**config.mk**
```make
export PLATFORM = sky130hd
export DESIGN_NAME = mlp_adc_frame_sequencer
export DESIGN_NICKNAME = d
export VERILOG_FILES = /design/src/rtl/mlp_adc_frame_sequencer.sv
export SDC_FILE = /design/constraint.sdc
export NUM_CORES = 1
export LEC_CHECK = 0
export BUFFER_PORTS_ARGS = -buffer_cell sky130_fd_sc_hd__buf_2
export CAP_MARGIN = 20
export CORE_AREA = 4 4 57 54
export DETAILED_ROUTE_END_ITERATION = 7
export DIE_AREA = 0 0 61 58
export GPL_TIMING_DRIVEN = 1
export HOLD_SLACK_MARGIN = 0.1
export PLACE_DENSITY = 0.56
export SETUP_SLACK_MARGIN = 0.2
export SLEW_MARGIN = 20
export SYNTH_ARGS = -nofsm -noshare
export SYNTH_HDL_FRONTEND = slang
export SYNTH_SLANG_ARGS = --single-unit
```
**constraint.sdc**
```tcl
create_clock -name clk -period 1.55 [get_ports clk]
set_input_delay 0.0775 -clock clk [delete_from_list [all_inputs] [get_ports clk]]
set_output_delay 0.0775 -clock clk [all_outputs]
set_load 0.005 [all_outputs]
```
**src/rtl/mlp_adc_frame_sequencer.sv**
```systemverilog
// ADC frame sequencer for the combinational printed-MLP classifier.
// Walks the enabled sensor channels over a req/ack handshake and collects the
// samples in a shadow vector. It then loads the vector into the classifier in
// one edge, waits a fixed settle time and registers the argmax class.
// Ports:
//   clk, rst_n            clock (rising edge), asynchronous active-low reset
//   start, cont           begin a frame (taken in IDLE) / run continuously
//   adc_req, adc_sel      conversion request and channel select to the ADC
//   adc_ack, adc_data     conversion done strobe and sample from the ADC
//   mlp_inp, mlp_out      classifier input vector / combinational argmax result
//   class_out, class_valid registered class and its one-cycle update pulse
//   busy, err             not-IDLE indicator / sticky ack-timeout flag
module mlp_adc_frame_sequencer #(
  parameter int unsigned     N_CH          = 4,
  parameter int unsigned     ADC_BITS      = 4,
  parameter int unsigned     CLS_BITS      = 2,
  parameter logic [N_CH-1:0] CH_MASK       = 4'b1111,
  parameter int unsigned     SETTLE_CYCLES = 2,
  parameter int unsigned     ACK_TIMEOUT   = 15,
  localparam int unsigned    SEL_W         = (N_CH > 1) ? $clog2(N_CH) : 1
) (
  input  logic                     clk,
  input  logic                     rst_n,
  input  logic                     start,
  input  logic                     cont,
  output logic                     adc_req,
  output logic [SEL_W-1:0]         adc_sel,
  input  logic                     adc_ack,
  input  logic [ADC_BITS-1:0]      adc_data,
  output logic [N_CH*ADC_BITS-1:0] mlp_inp,
  input  logic [CLS_BITS-1:0]      mlp_out,
  output logic [CLS_BITS-1:0]      class_out,
  output logic                     class_valid,
  output logic                     busy,
  output logic                     err
);

  // Counter widths: timeout counts 0..ACK_TIMEOUT-1, settle counts down from SETTLE_CYCLES-1.
  localparam int unsigned TMO_W = (ACK_TIMEOUT > 1) ? $clog2(ACK_TIMEOUT) : 1;
  localparam int unsigned SET_W = (SETTLE_CYCLES > 1) ? $clog2(SETTLE_CYCLES) : 1;

  localparam logic [1:0] S_IDLE   = 2'd0;
  localparam logic [1:0] S_CONV   = 2'd1;
  localparam logic [1:0] S_GAP    = 2'd2;
  localparam logic [1:0] S_SETTLE = 2'd3;

  logic [1:0]                         r_state, w_state_nxt;
  logic [SEL_W-1:0]                   r_ch, w_ch_nxt;
  logic [N_CH-1:0][ADC_BITS-1:0]      r_shadow, w_shadow_nxt;
  logic [N_CH-1:0][ADC_BITS-1:0]      r_inp, w_inp_nxt;
  logic [CLS_BITS-1:0]                r_class, w_class_nxt;
  logic                               r_valid, w_valid_nxt;
  logic                               r_err, w_err_nxt;
  logic [TMO_W-1:0]                   r_tmo, w_tmo_nxt;
  logic [SET_W-1:0]                   r_set, w_set_nxt;
  logic                               r_req, w_req_nxt;
  logic                               r_busy, w_busy_nxt;

  logic [SEL_W-1:0]                   w_first_ch;
  logic [SEL_W-1:0]                   w_next_ch;
  logic                               w_has_next;

  // Lowest enabled channel, and the lowest enabled channel above the current one.
  always_comb begin
    w_first_ch = '0;
    w_next_ch  = '0;
    w_has_next = 1'b0;
    for (int i = int'(N_CH) - 1; i >= 0; i--) begin
      if (CH_MASK[SEL_W'(i)]) begin
        w_first_ch = SEL_W'(i);
        if (SEL_W'(i) > r_ch) begin
          w_next_ch  = SEL_W'(i);
          w_has_next = 1'b1;
        end
      end
    end
  end

  // Next-state and next-register-value logic.
  always_comb begin
    w_state_nxt  = r_state;
    w_ch_nxt     = r_ch;
    w_shadow_nxt = r_shadow;
    w_inp_nxt    = r_inp;
    w_class_nxt  = r_class;
    w_valid_nxt  = 1'b0;
    w_err_nxt    = r_err;
    w_tmo_nxt    = '0;
    w_set_nxt    = r_set;

    case (r_state)
      S_IDLE: begin
        if (start) begin
          w_err_nxt = 1'b0;
          if (CH_MASK == '0) begin
            w_inp_nxt   = '0;
            w_set_nxt   = SET_W'(SETTLE_CYCLES - 1);
            w_state_nxt = S_SETTLE;
          end else begin
            w_ch_nxt    = w_first_ch;
            w_state_nxt = S_CONV;
          end
        end
      end
      S_CONV: begin
        if (adc_ack) begin
          w_shadow_nxt[r_ch] = adc_data;
          if (w_has_next) begin
            w_state_nxt = S_GAP;
          end else begin
            // Final sample: the classifier sees the whole new vector in one edge.
            w_inp_nxt   = w_shadow_nxt;
            w_set_nxt   = SET_W'(SETTLE_CYCLES - 1);
            w_state_nxt = S_SETTLE;
          end
        end else if (r_tmo == TMO_W'(ACK_TIMEOUT - 1)) begin
          w_err_nxt   = 1'b1;
          w_state_nxt = S_IDLE;
        end else begin
          w_tmo_nxt = r_tmo + 1'b1;
        end
      end
      S_GAP: begin
        w_ch_nxt    = w_next_ch;
        w_state_nxt = S_CONV;
      end
      S_SETTLE: begin
        if (r_set == '0) begin
          w_class_nxt = mlp_out;
          w_valid_nxt = 1'b1;
          if (!cont) begin
            w_state_nxt = S_IDLE;
          end else if (CH_MASK == '0) begin
            w_set_nxt   = SET_W'(SETTLE_CYCLES - 1);
            w_state_nxt = S_SETTLE;
          end else begin
            w_ch_nxt    = w_first_ch;
            w_state_nxt = S_CONV;
          end
        end else begin
          w_set_nxt = r_set - 1'b1;
        end
      end
      default: w_state_nxt = S_IDLE;
    endcase

    w_req_nxt  = (w_state_nxt == S_CONV);
    w_busy_nxt = (w_state_nxt != S_IDLE);
  end

  // State and output registers.
  always_ff @(posedge clk or negedge rst_n) begin
    if (!rst_n) begin
      r_state  <= S_IDLE;
      r_ch     <= '0;
      r_shadow <= '0;
      r_inp    <= '0;
      r_class  <= '0;
      r_valid  <= 1'b0;
      r_err    <= 1'b0;
      r_tmo    <= '0;
      r_set    <= '0;
      r_req    <= 1'b0;
      r_busy   <= 1'b0;
    end else begin
      r_state  <= w_state_nxt;
      r_ch     <= w_ch_nxt;
      r_shadow <= w_shadow_nxt;
      r_inp    <= w_inp_nxt;
      r_class  <= w_class_nxt;
      r_valid  <= w_valid_nxt;
      r_err    <= w_err_nxt;
      r_tmo    <= w_tmo_nxt;
      r_set    <= w_set_nxt;
      r_req    <= w_req_nxt;
      r_busy   <= w_busy_nxt;
    end
  end

  assign adc_req     = r_req;
  assign adc_sel     = r_ch;
  assign mlp_inp     = r_inp;
  assign class_out   = r_class;
  assign class_valid = r_valid;
  assign busy        = r_busy;
  assign err         = r_err;

endmodule

```
==> results.ini, run 1 <==
[worst_setup_path]
required_ns = 1.72
crit_path_end_kind = flop
path_cells = or3b_1 -> a221oi_4 -> nand2b_1
crit_slowest_cell = or3b_1
path_class = reg -> reg
arrival_ns = 1.43
cp-start-kind = flop
critPathBufInv = 0
cp_max_fo = 3
crit_family = simple AND/OR/NAND/NOR gates
slowest_delay_ns = 0.42

[synthesis]
synth_top_cells_by_count = 17 x buf_4, 14 x dfrtp_1, 5 x nor2_1, 4 x inv_1
ys_seq_elements = 14
yosysMostFrequentCell = buf_4
synthTopCellsByArea = dfrtp_1 49%, buf_4 18%, ha_1 3.5%, mux2_2 3.1%, nor2_1 2.6%
syn_avg_cell_area_sq_um = 10.9
ys_seq_area_share_pct = 48.6
synth_edf_count = 0
ys.flop_type = dfrtp_1
yosysUniqueCellTypes = 24
synthArstFlopShare_pct = 100
postSynthCellCount = 66
yosys.area.top_type = dfrtp_1
yosysWarnings = 0
synth_top_area_share_pct = 48.6
netlist_area_sq_um = 721

[drt]
routedWlPerCell_um = 11.3
first_pass_iters = 2
vias_per_cell = 4.09
ant_nets = 0
routed-via-count = 470
drcViolationCount = 0
first_iter_violations = 5
finalWirelength_um = 1300

[placed_design]
portBuffers = 13
dp.cells = 107
hpwl_um = 958
place_congestion = 0.678
dpl_cell_area_sq_um = 763

[power]
p_per_area_nw_per_um2 = 1350
ir_drop_v = 0.000472
p_leak_nw = 0.455
total_power_mw = 1.18

[global_routing]
grt_max_degree = 15
grt_pass1_wl_um = 1960
antenna_found_initial = 0
grt_pass1_vias = 446
grtUsageTotal_pct = 7.87
grt-ovfl-total = 0

[clock_network]
clock-sinks = 14
clockRootBuffer = clkbuf_4
insertion_delay_ns = 0.28
clock_path_buffers = 2
cts_buffers = 3
cts_tree = built
htreeDepth = 1
clk_pin_slew_ns = 0.09

[job]
drv_cap = 0

[floorplan]
start_util_pct = 29.7
dieHeight_um = 58
pin_count = 35
core_area_sq_um = 2420
die_w_um = 61
rows = 17
die-area_sq_um = 3540

[timing]
finalHoldViolCount = 0
fin_crit_sh_pct = 81.5
rsz0062_at_grt = yes
slew_violations = 0
finalSetupTns_ns = 0
skew_ns = 0.00626
finalSetupViolCount = 0
timing.fmax_ghz = 0.791
fin_crit_ns = 1.26

[worst_hold_path]
holdCritPathClass = in -> reg

[status]
outcome = finished, final reports clean

[finish]
fill_cells = 253
diodes = 0
stdcell_area_sq_um = 875
drive_gt1_share_pct = 29.9
fin_nets = 101
area_growth_pct = 21.4
final_cells = 115

## power by group
| part | internal, mW | leakage [nW] | total, mW | switching [mW] |
|---|---|---|---|---|
| Clock | 0.143 | 0.0210 | 0.261 | 0.118 |
| Sequential | 0.465 | 0.181 | 0.539 | 0.0738 |
| Combinational | 0.211 | 0.253 | 0.381 | 0.171 |
## path summary, 6_finish.rpt
| check | depth (start not counted) | slack [ns] | endpoint | start |
|---|---|---|---|---|
| max in group asynchronous | 2 | 1.06 | adc_sel[0] | rst_n |
| worst min register to register | 1 | 0.52 | class_out[0] | class_out[0] |
| worst min-delay path | 4 | 0.12 | adc_sel[0] | cont |
| worst max register to register | 3 | 0.29 | busy | r_set |
| min in group asynchronous | 2 | 0.24 | r_tmo[0] | rst_n |
| worst max-delay path | 3 | 0.29 | busy | r_set |
## cell usage in the layout, fill, tap and decap left out
cell type      synthesis  layout
xnor2_1                1       1
buf_2                  1      13
nand3_1                2       1
a2bb2oi_1              1       1
mux2i_1                1       1
mux2_2                 2       2
and2b_1                1       1
a221oi_4               0       1
a21boi_0               1       1
nor2_1                 5       5
ha_2                   0       1
nor3b_4                0       1
dlygate4sd3_1          0       3
xor2_1                 1       1
or3b_1                 1       1
nand2b_1               1       1
o31a_1                 1       1
conb_1                 1      17
dfrtp_1               14      14
inv_1                  4       4
clkbuf_8               0       1
a41o_1                 1       1
nor2b_1                2       2
nand3_4                0       1
buf_4                 17       3
nand3b_1               2       2
clkbuf_4               0       3
nand2_1                2       2
ha_1                   2       1
## stage by stage
step / util [%] / setup slack, ns / hold slack, ns
2_1_floorplan: - / 0.328 / -0.218
3_3_place_gp: 31.5 / 0.261 / -0.0152
3_5_place_dp: 31.5 / 0.249 / -0.00273
4_1_cts: 34.2 / 0.222 / 0.102
5_1_grt: 36.1 / 0.186 / 0.115
6_report: 36.1 / 0.286 / 0.116
## tightest hold or removal path, stage by stage
cell and delay (ns):
buf_2 0.08, nand3b_1 0.07, nand2_1 0.07, a2bb2oi_1 0.06
## registers in the layout (all words and copies together) (netlist names)
signal       count
adc_req          1
class_valid      1
busy             1
r_state          2
adc_sel          1
err              1
class_out        2
r_tmo            4
r_set            1
## final cells by class
type | instances | area, sq um | area share [%]
clock buffers | 4 | 36.3 | 4.15
multi-input cells | 46 | 320 | 36.6
repair buffers | 19 | 118 | 13.4
flip-flops and latches | 14 | 350 | 40.1
inverters | 4 | 15.0 | 1.72
well taps | 28 | 35.0 | 4.01
## kinds of logic (layout without fill, tap and decap cells)
kind of cell | count (synthesis) | in the layout | synth area share (%)
buffers and inverters | 22 | 27 | 20.5
AND/OR/NAND/NOR | 17 | 17 | 13.0
flip-flops | 14 | 14 | 48.6
AO/OA/AOI/OAI | 5 | 5 | 6.94
multiplexers | 3 | 3 | 4.51
adder cells (fa/ha/maj) | 2 | 2 | 3.47
XOR/XNOR | 2 | 2 | 2.43
other | 1 | 17 | 0.520
## routing by layer
layer,track usage (%),wire length [um]
met5,0,0
met4,7.43,27
met3,1.78,133
met2,11.1,560
met1,9.52,577
## timing repair
action,4_1_cts,5_1_grt
setup buffers,0,1
endpoints found under the hold margin,16,0
gates resized for setup,0,6
setup endpoints to repair,0,7
hold buffers,3,0
(Power assumes the default switching activity.)
==> run 2: changes to the inputs <==
Settings changed: ABC_AREA from default to 1, CORE_AREA 4 4 57 54 to 4 4 58 55, DIE_AREA 0 0 61 58 to 0 0 62 59.
Clock period 1.55 ns to 1.2 ns, I/O delays scaled along.
==> run 2 against run 1 <==
Effect of this change:
- wire length is 8.2% lower
- synthesized cell count is 29% higher
- sequential power is 28% higher
- synthesized area is 3.6% higher
- global-route usage is 0.49 points lower
- critical path type unchanged
==> results.ini, run 2 <==
[drt]
vias_per_cell = 3.84  ; -6.0%
first_iter_violations = 9  ; +4
routed-via-count = 530  ; +13%
finalWirelength_um = 1190  ; -8.2%
routedWlPerCell_um = 8.64  ; -23%
first_pass_iters = 4  ; +2
ant_nets = 0  ; unchanged
drcViolationCount = 0  ; unchanged

[synthesis]
postSynthCellCount = 85  ; +29%
synth-compound-area-share_pct = 2.51  ; -4.4 points
synth_edf_count = 0  ; unchanged
synthMuxAreaShare_pct = 0  ; -4.5 points
yosys.area.top_type = dfrtp_1
ys_seq_area_share_pct = 46.9  ; -1.7 points
yosysUniqueCellTypes = 20  ; -17%
yosys.area_share.simple_pct = 20.3  ; +7.2 points
synthAdderAreaFrac_pct = 3.35  ; -0.12 points
ys_seq_elements = 14  ; unchanged
yosysMostFrequentCell = buf_4
synth_top_area_share_pct = 46.9  ; -1.7 points
synth-xor-area-share_pct = 2.35  ; -0.085 points
ys.flop_type = dfrtp_1
yosysWarnings = 0  ; unchanged
synth_top_cells_by_count = 17 x buf_4, 15 x nand2_1, 14 x dfrtp_1, 12 x inv_1
synth_top_family_by_area = buffers and inverters
synthArstFlopShare_pct = 100  ; unchanged
synthTopCellsByArea = dfrtp_1 47%, buf_4 17%, nand2_1 7.5%, inv_1 6.0%, ha_1 3.4%
netlist_area_sq_um = 747  ; +3.6%
syn_avg_cell_area_sq_um = 8.79  ; -20%

[clock_network]
clock_path_buffers = 2  ; unchanged
clk_pin_slew_ns = 0.08  ; about the same
insertion_delay_ns = 0.27  ; about the same
cts_tree = built
clock-sinks = 14  ; unchanged
clockRootBuffer = clkbuf_4
htreeDepth = 1  ; unchanged
cts_buffers = 3  ; unchanged

[timing]
skew_ns = 0.00189  ; -0.00437 ns
rsz0062_at_grt = yes
fin_crit_sh_pct = 89.9  ; +8.4 points
timing.fmax_ghz = 0.927  ; +17%
finalSetupViolCount = 0  ; unchanged
fin_crit_ns = 1.08  ; -0.184 ns
slew_violations = 0  ; unchanged
finalHoldViolCount = 0  ; unchanged
finalSetupTns_ns = 0  ; unchanged

[placed_design]
dp.cells = 128  ; +20%
place_congestion = 0.850  ; +25%
portBuffers = 13  ; unchanged
hpwl_um = 948  ; -1.1%
dpl_cell_area_sq_um = 790  ; +3.4%

[job]
drv_cap = 0  ; unchanged

[finish]
final_cell_mix = 17 x conb_1, 13 x dfrtp_1, 13 x buf_2, 12 x nand2_1, 11 x inv_1
diodes = 0  ; unchanged
seqCellArea_sq_um = 352  ; +0.36%
top_register = r_tmo
final_cells = 138  ; +20%
drive_gt1_share_pct = 35.2  ; +5.3 points
fin_nets = 122  ; +21%
stdcell_area_sq_um = 908  ; +3.9%
area_growth_pct = 21.6
fill_cells = 274  ; +8.3%
multi_input_area_sq_um = 305  ; -4.7%
layout_commonest_cell = conb_1
largest_reg_flops = 4  ; unchanged

[floorplan]
die-area_sq_um = 3660  ; +3.4%
core_area_sq_um = 2640  ; +8.7%
die_w_um = 62  ; +1.6%
rows = 18  ; +1
pin_count = 35  ; unchanged
start_util_pct = 28.3  ; -1.4 points
dieHeight_um = 59  ; +1.7%

[global_routing]
antenna_found_initial = 0  ; unchanged
grtUsageTotal_pct = 7.37  ; -0.49 points
grt-ovfl-total = 0  ; unchanged
grt_pass1_wl_um = 1970  ; +0.71%
grt_pass1_vias = 500  ; +12%
grt_max_degree = 15  ; unchanged

[worst_setup_path]
reg2reg_depth = 7  ; +4
slowest_delay_ns = 0.38  ; -0.04 ns
crit_path_frequent_cell = nand3_2
cp_max_fo = 3  ; unchanged
arrival_ns = 1.25  ; -0.18 ns
crit_path_end_kind = flop
crit_slowest_cell = dfrtp_1
path_class = reg -> reg
path_cells = inv_1 -> ha_2 -> nand3_2 -> nand3_2 -> nand2_2 -> nand2_4 -> nand2_1
path_depth = 7  ; +4
cp-start-kind = flop
crit_family = flip-flops
critPathBufInv = 1  ; +1
required_ns = 1.37  ; -0.35 ns

[power]
total_power_mw = 1.63  ; +38%
p_per_area_nw_per_um2 = 1790  ; +33%
p_leak_nw = 0.510  ; +12%
ir_drop_v = 0.00122  ; +160%

[worst_hold_path]
holdCritPathClass = in -> reg
min_delay_path_depth = 4  ; unchanged

[status]
outcome = finished, final reports clean

-- run 2: final cells by class --
| cell class | count | share of cell area [%] |
|---|---|---|
| timing repair buffer | 20 | 13.8 |
| inverter | 14 | 5.79 |
| multi-input combinational | 56 | 33.6 |
| tap | 30 | 4.13 |
| clock buffer | 4 | 3.99 |
| sequential | 14 | 38.7 |
-- run 2: path summary, 6_finish.rpt --
path	end	from	slack (ns)
worst max-delay path	busy	r_tmo[0]	0.12
worst min-delay path	err	adc_ack	0.12
worst max register to register	busy	r_tmo[0]	0.12
worst min register to register	adc_sel[0]	adc_sel[0]	0.48
max in group asynchronous	r_state[1]	rst_n	0.75
min in group asynchronous	class_valid	rst_n	0.20
-- run 2: worst min-delay path, cell delays in order --
cell and delay [ns]:
buf_2 0.07, inv_1 0.07, nand4_1 0.11, a21oi_2 0.05
-- run 2: per-layer routing --
layer  global-route usage [%]  share of wire [%]  wire, um  up-vias
met5                        0                  0         0        -
li1                         -                  -         -      271
met1                     8.82                 45       538      235
met2                     11.4                 44       529       22
met4                     1.82               0.67         8        0
met3                     4.14                9.8       117        2
-- run 2: what timing repair did --
item | 4_1_cts | 5_1_grt
hold buffers | 3 | 0
setup endpoints to repair | 7 | 12
gates cloned | 0 | 0
hold endpoints to repair | 16 | 0
gates resized for setup | 2 | 8
pin swaps | 1 | 0
setup buffers | 2 | 1
-- run 2: where the power goes --
| part | total [mW] | switching (mW) | internal [mW] |
|---|---|---|---|
| clock network | 0.331 | 0.147 | 0.184 |
| logic | 0.606 | 0.338 | 0.268 |
| registers | 0.689 | 0.0826 | 0.607 |
-- run 2: stage by stage --
step / hold WS, ns / utilization [%] / setup WS (ns)
after floorplan: -0.236 / - / 0.138
after global placement: -0.0286 / 30.0 / 0.110
after detailed placement: -0.0277 / 30.0 / 0.0567
after CTS: 0.114 / 33.3 / 0.108
after global routing: 0.147 / 34.5 / 0.0402
final: 0.118 / 34.5 / 0.121
-- run 2: logic make-up (layout without fill, tap and decap cells) --
group	after synthesis	in the layout
compound gates	3	3
buf+inv	31	38
simple gates	32	32
fa+ha+maj	2	2
flops	14	14
xor+xnor	2	2
other cells	1	17
==> run 3: changes to the inputs <==
Settings changed: ABC_AREA 1 to default, CORE_AREA 4 4 58 55 to 4 4 57 54, DIE_AREA 0 0 62 59 to 0 0 61 58.
==> run 3 against run 2 <==
Effect of this change:
- the flow now finishes with violations (negative setup slack)
- clock skew increased by 0.0012 ns
- critical path depth shrank 3
- fmax decreased by 14%
- flip-flop and latch count stayed put
- first-iteration DRC count is 11% higher
- total power barely moved
- register-to-register slack got worse by 0.18 ns
==> results.ini, run 3 (synthesized netlist as in run 1, its figures left out) <==
[placed_design]
place_ws_ns = -0.0592  ; -0.116 ns
dpl_cell_area_sq_um = 798  ; +1.1%
hpwl_um = 931  ; -1.7%
place_congestion = 0.753  ; -11%
portBuffers = 13  ; unchanged

[finish]
top_register = r_tmo
fill_cells = 245  ; -11%
layout_commonest_cell = conb_1
largest_reg_flops = 4  ; unchanged
fin_nets = 108  ; -11%
area_growth_pct = 30.4
diodes = 0  ; unchanged
final_cell_mix = 17 x conb_1, 14 x dfrtp_1, 13 x buf_2, 8 x buf_4, 5 x nor2_1
final_util_pct = 38.8  ; +4.3 points
stdcell_area_sq_um = 940  ; +3.4%
drive_gt1_share_pct = 36.2  ; +0.99 points

[drt]
vias_per_cell = 4.10  ; +6.7%
first_iter_violations = 10  ; +1
routed-via-count = 500  ; -5.7%
first_pass_iters = 3  ; -1
finalWirelength_um = 1240  ; +3.9%
ant_nets = 0  ; unchanged
routedWlPerCell_um = 10.2  ; +17%
drcViolationCount = 0  ; unchanged

[power]
p_int_mw = 1.15  ; +8.3%
p_per_area_nw_per_um2 = 1730  ; -3.4%
switching_share_pct = 29.4  ; -5.5 points
switchingPower_uw = 479  ; -16%
p_clk_share_pct = 20.9  ; +0.5 points
seqPwrFrac_pct = 41.5  ; -0.9 points
total_power_mw = 1.63  ; about the same
comb_power_share_pct = 37.6  ; +0.4 points
ir_drop_v = 0.00102  ; -17%
p_leak_nw = 0.500  ; -2.0%

[worst_hold_path]
holdCritPathClass = in -> reg
worstHoldStart = adc_ack

[clock_network]
clock_path_buffers = 2  ; unchanged
cts_tree = built
clock-sinks = 14  ; unchanged
insertion_delay_ns = 0.28  ; about the same
cts_buffers = 3  ; unchanged
clockRootBuffer = clkbuf_4
htreeDepth = 1  ; unchanged
clk_pin_slew_ns = 0.09  ; about the same

[global_routing]
grt-ovfl-total = 0  ; unchanged
grt_pass1_vias = 498  ; -0.40%
antenna_found_initial = 0  ; unchanged
grt_pass1_wl_um = 2080  ; +5.6%
grtUsageTotal_pct = 8.13  ; +0.76 points
grt_max_degree = 15  ; unchanged

[timing]
skew_ns = 0.00308  ; +0.00119 ns
timing.fmax_ghz = 0.797  ; -14%
rsz0062_at_grt = yes
finalHoldViolCount = 0  ; unchanged
fin_crit_sh_pct = 105  ; +15 points
fin_crit_ns = 1.25  ; +0.176 ns
finalWorstSetupSlack_ns = -0.0546  ; -0.176 ns
finalSetupViolCount = 5  ; +5
slew_violations = 0  ; unchanged

[floorplan]
die-area_sq_um = 3540  ; -3.3%
rows = 17  ; -1
start_util_pct = 29.7  ; +1.4 points
core_area_sq_um = 2420  ; -8.0%
dieHeight_um = 58  ; -1.7%
die_w_um = 61  ; -1.6%
pin_count = 35  ; unchanged

[worst_setup_path]
worstSetupStartpoint = r_state[0]
path_class = reg -> reg
reg2reg_from = r_state[0]
arrival_ns = 1.42  ; +0.17 ns
cp_max_fo = 5  ; +2
cp-start-kind = flop
required_ns = 1.37  ; about the same
crit_path_end_kind = flop

[status]
failed_checks = negative setup slack
outcome = finished, violations left

[job]
drv_cap = 0  ; unchanged

run 3: changes by cell type in the layout (fill, tap and decap cells not counted), moves of 2 or more:
cell      delta
nand2_1     -11
nand3_2      -3
mux2_4       +2
inv_2        -3
nand3_1      -2
nand3b_1     +2
buf_4        +4
nor2b_1      +2
nand2_2      -3
inv_1        -7
run 3: cell type report:
cell class	count	area (sq um)	share of cell area, %
flip-flops and latches	14	350	37.3
clock buffers	4	36.3	3.86
well taps	28	35.0	3.73
inverters	4	15.0	1.60
multi-input cells	46	327	34.8
repair buffers	26	176	18.8
run 3: path summary, 6_finish.rpt:
kind                                end  slack (ns)  cells after the start
max                        class_out[0]       -0.05                      4
min                            r_tmo[1]        0.12                      4
max reg2reg                class_out[0]       -0.05                      4
min reg2reg                class_out[1]        0.51                      1
max in group asynchronous      r_tmo[3]        0.77                      2
min in group asynchronous       adc_req        0.20                      2
run 3: per-stage QoR:
step | setup TNS (ns) | cells | hold slack (ns)
after global routing | -0.840 | 122 | 0.149
after detailed placement | -0.158 | 111 | -0.0261
final | -0.227 | 122 | 0.117
after CTS | -0.300 | 121 | 0.108
after floorplan | -0.0406 | 82 | -0.236
after global placement | -0.0742 | 111 | -0.0251
run 3: timing repair:
item                                   CTS  global route
setup buffers                            2             1
endpoints found under the hold margin   17             0
pin swaps                                3             2
setup endpoints to repair               11            12
hold buffers                             4             0
resized for setup                        2             7
run 3: per-layer routing:
layer  global-route usage, %  wire length, um
met5                       0                0
met4                    4.64               30
met3                    2.67              132
met2                    12.4              506
met1                    9.92              570
run 3: worst max-delay path: stages, from the launching register on:
cell	delay (ns)
dfrtp_1	0.41
buf_4	0.14
buf_6	0.11
nand3b_1	0.17
mux2_4	0.32
run 3: power groups by stage:
stage          logic [mW]  registers [mW]  clock network [mW]
6_report            0.611           0.674               0.340
5_1_grt             0.695           0.692               0.377
4_1_cts             0.539           0.674               0.351
3_5_place_dp        0.476           0.684                   0
3_3_place_gp        0.472           0.679                   0
2_1_floorplan       0.300           0.687                   0
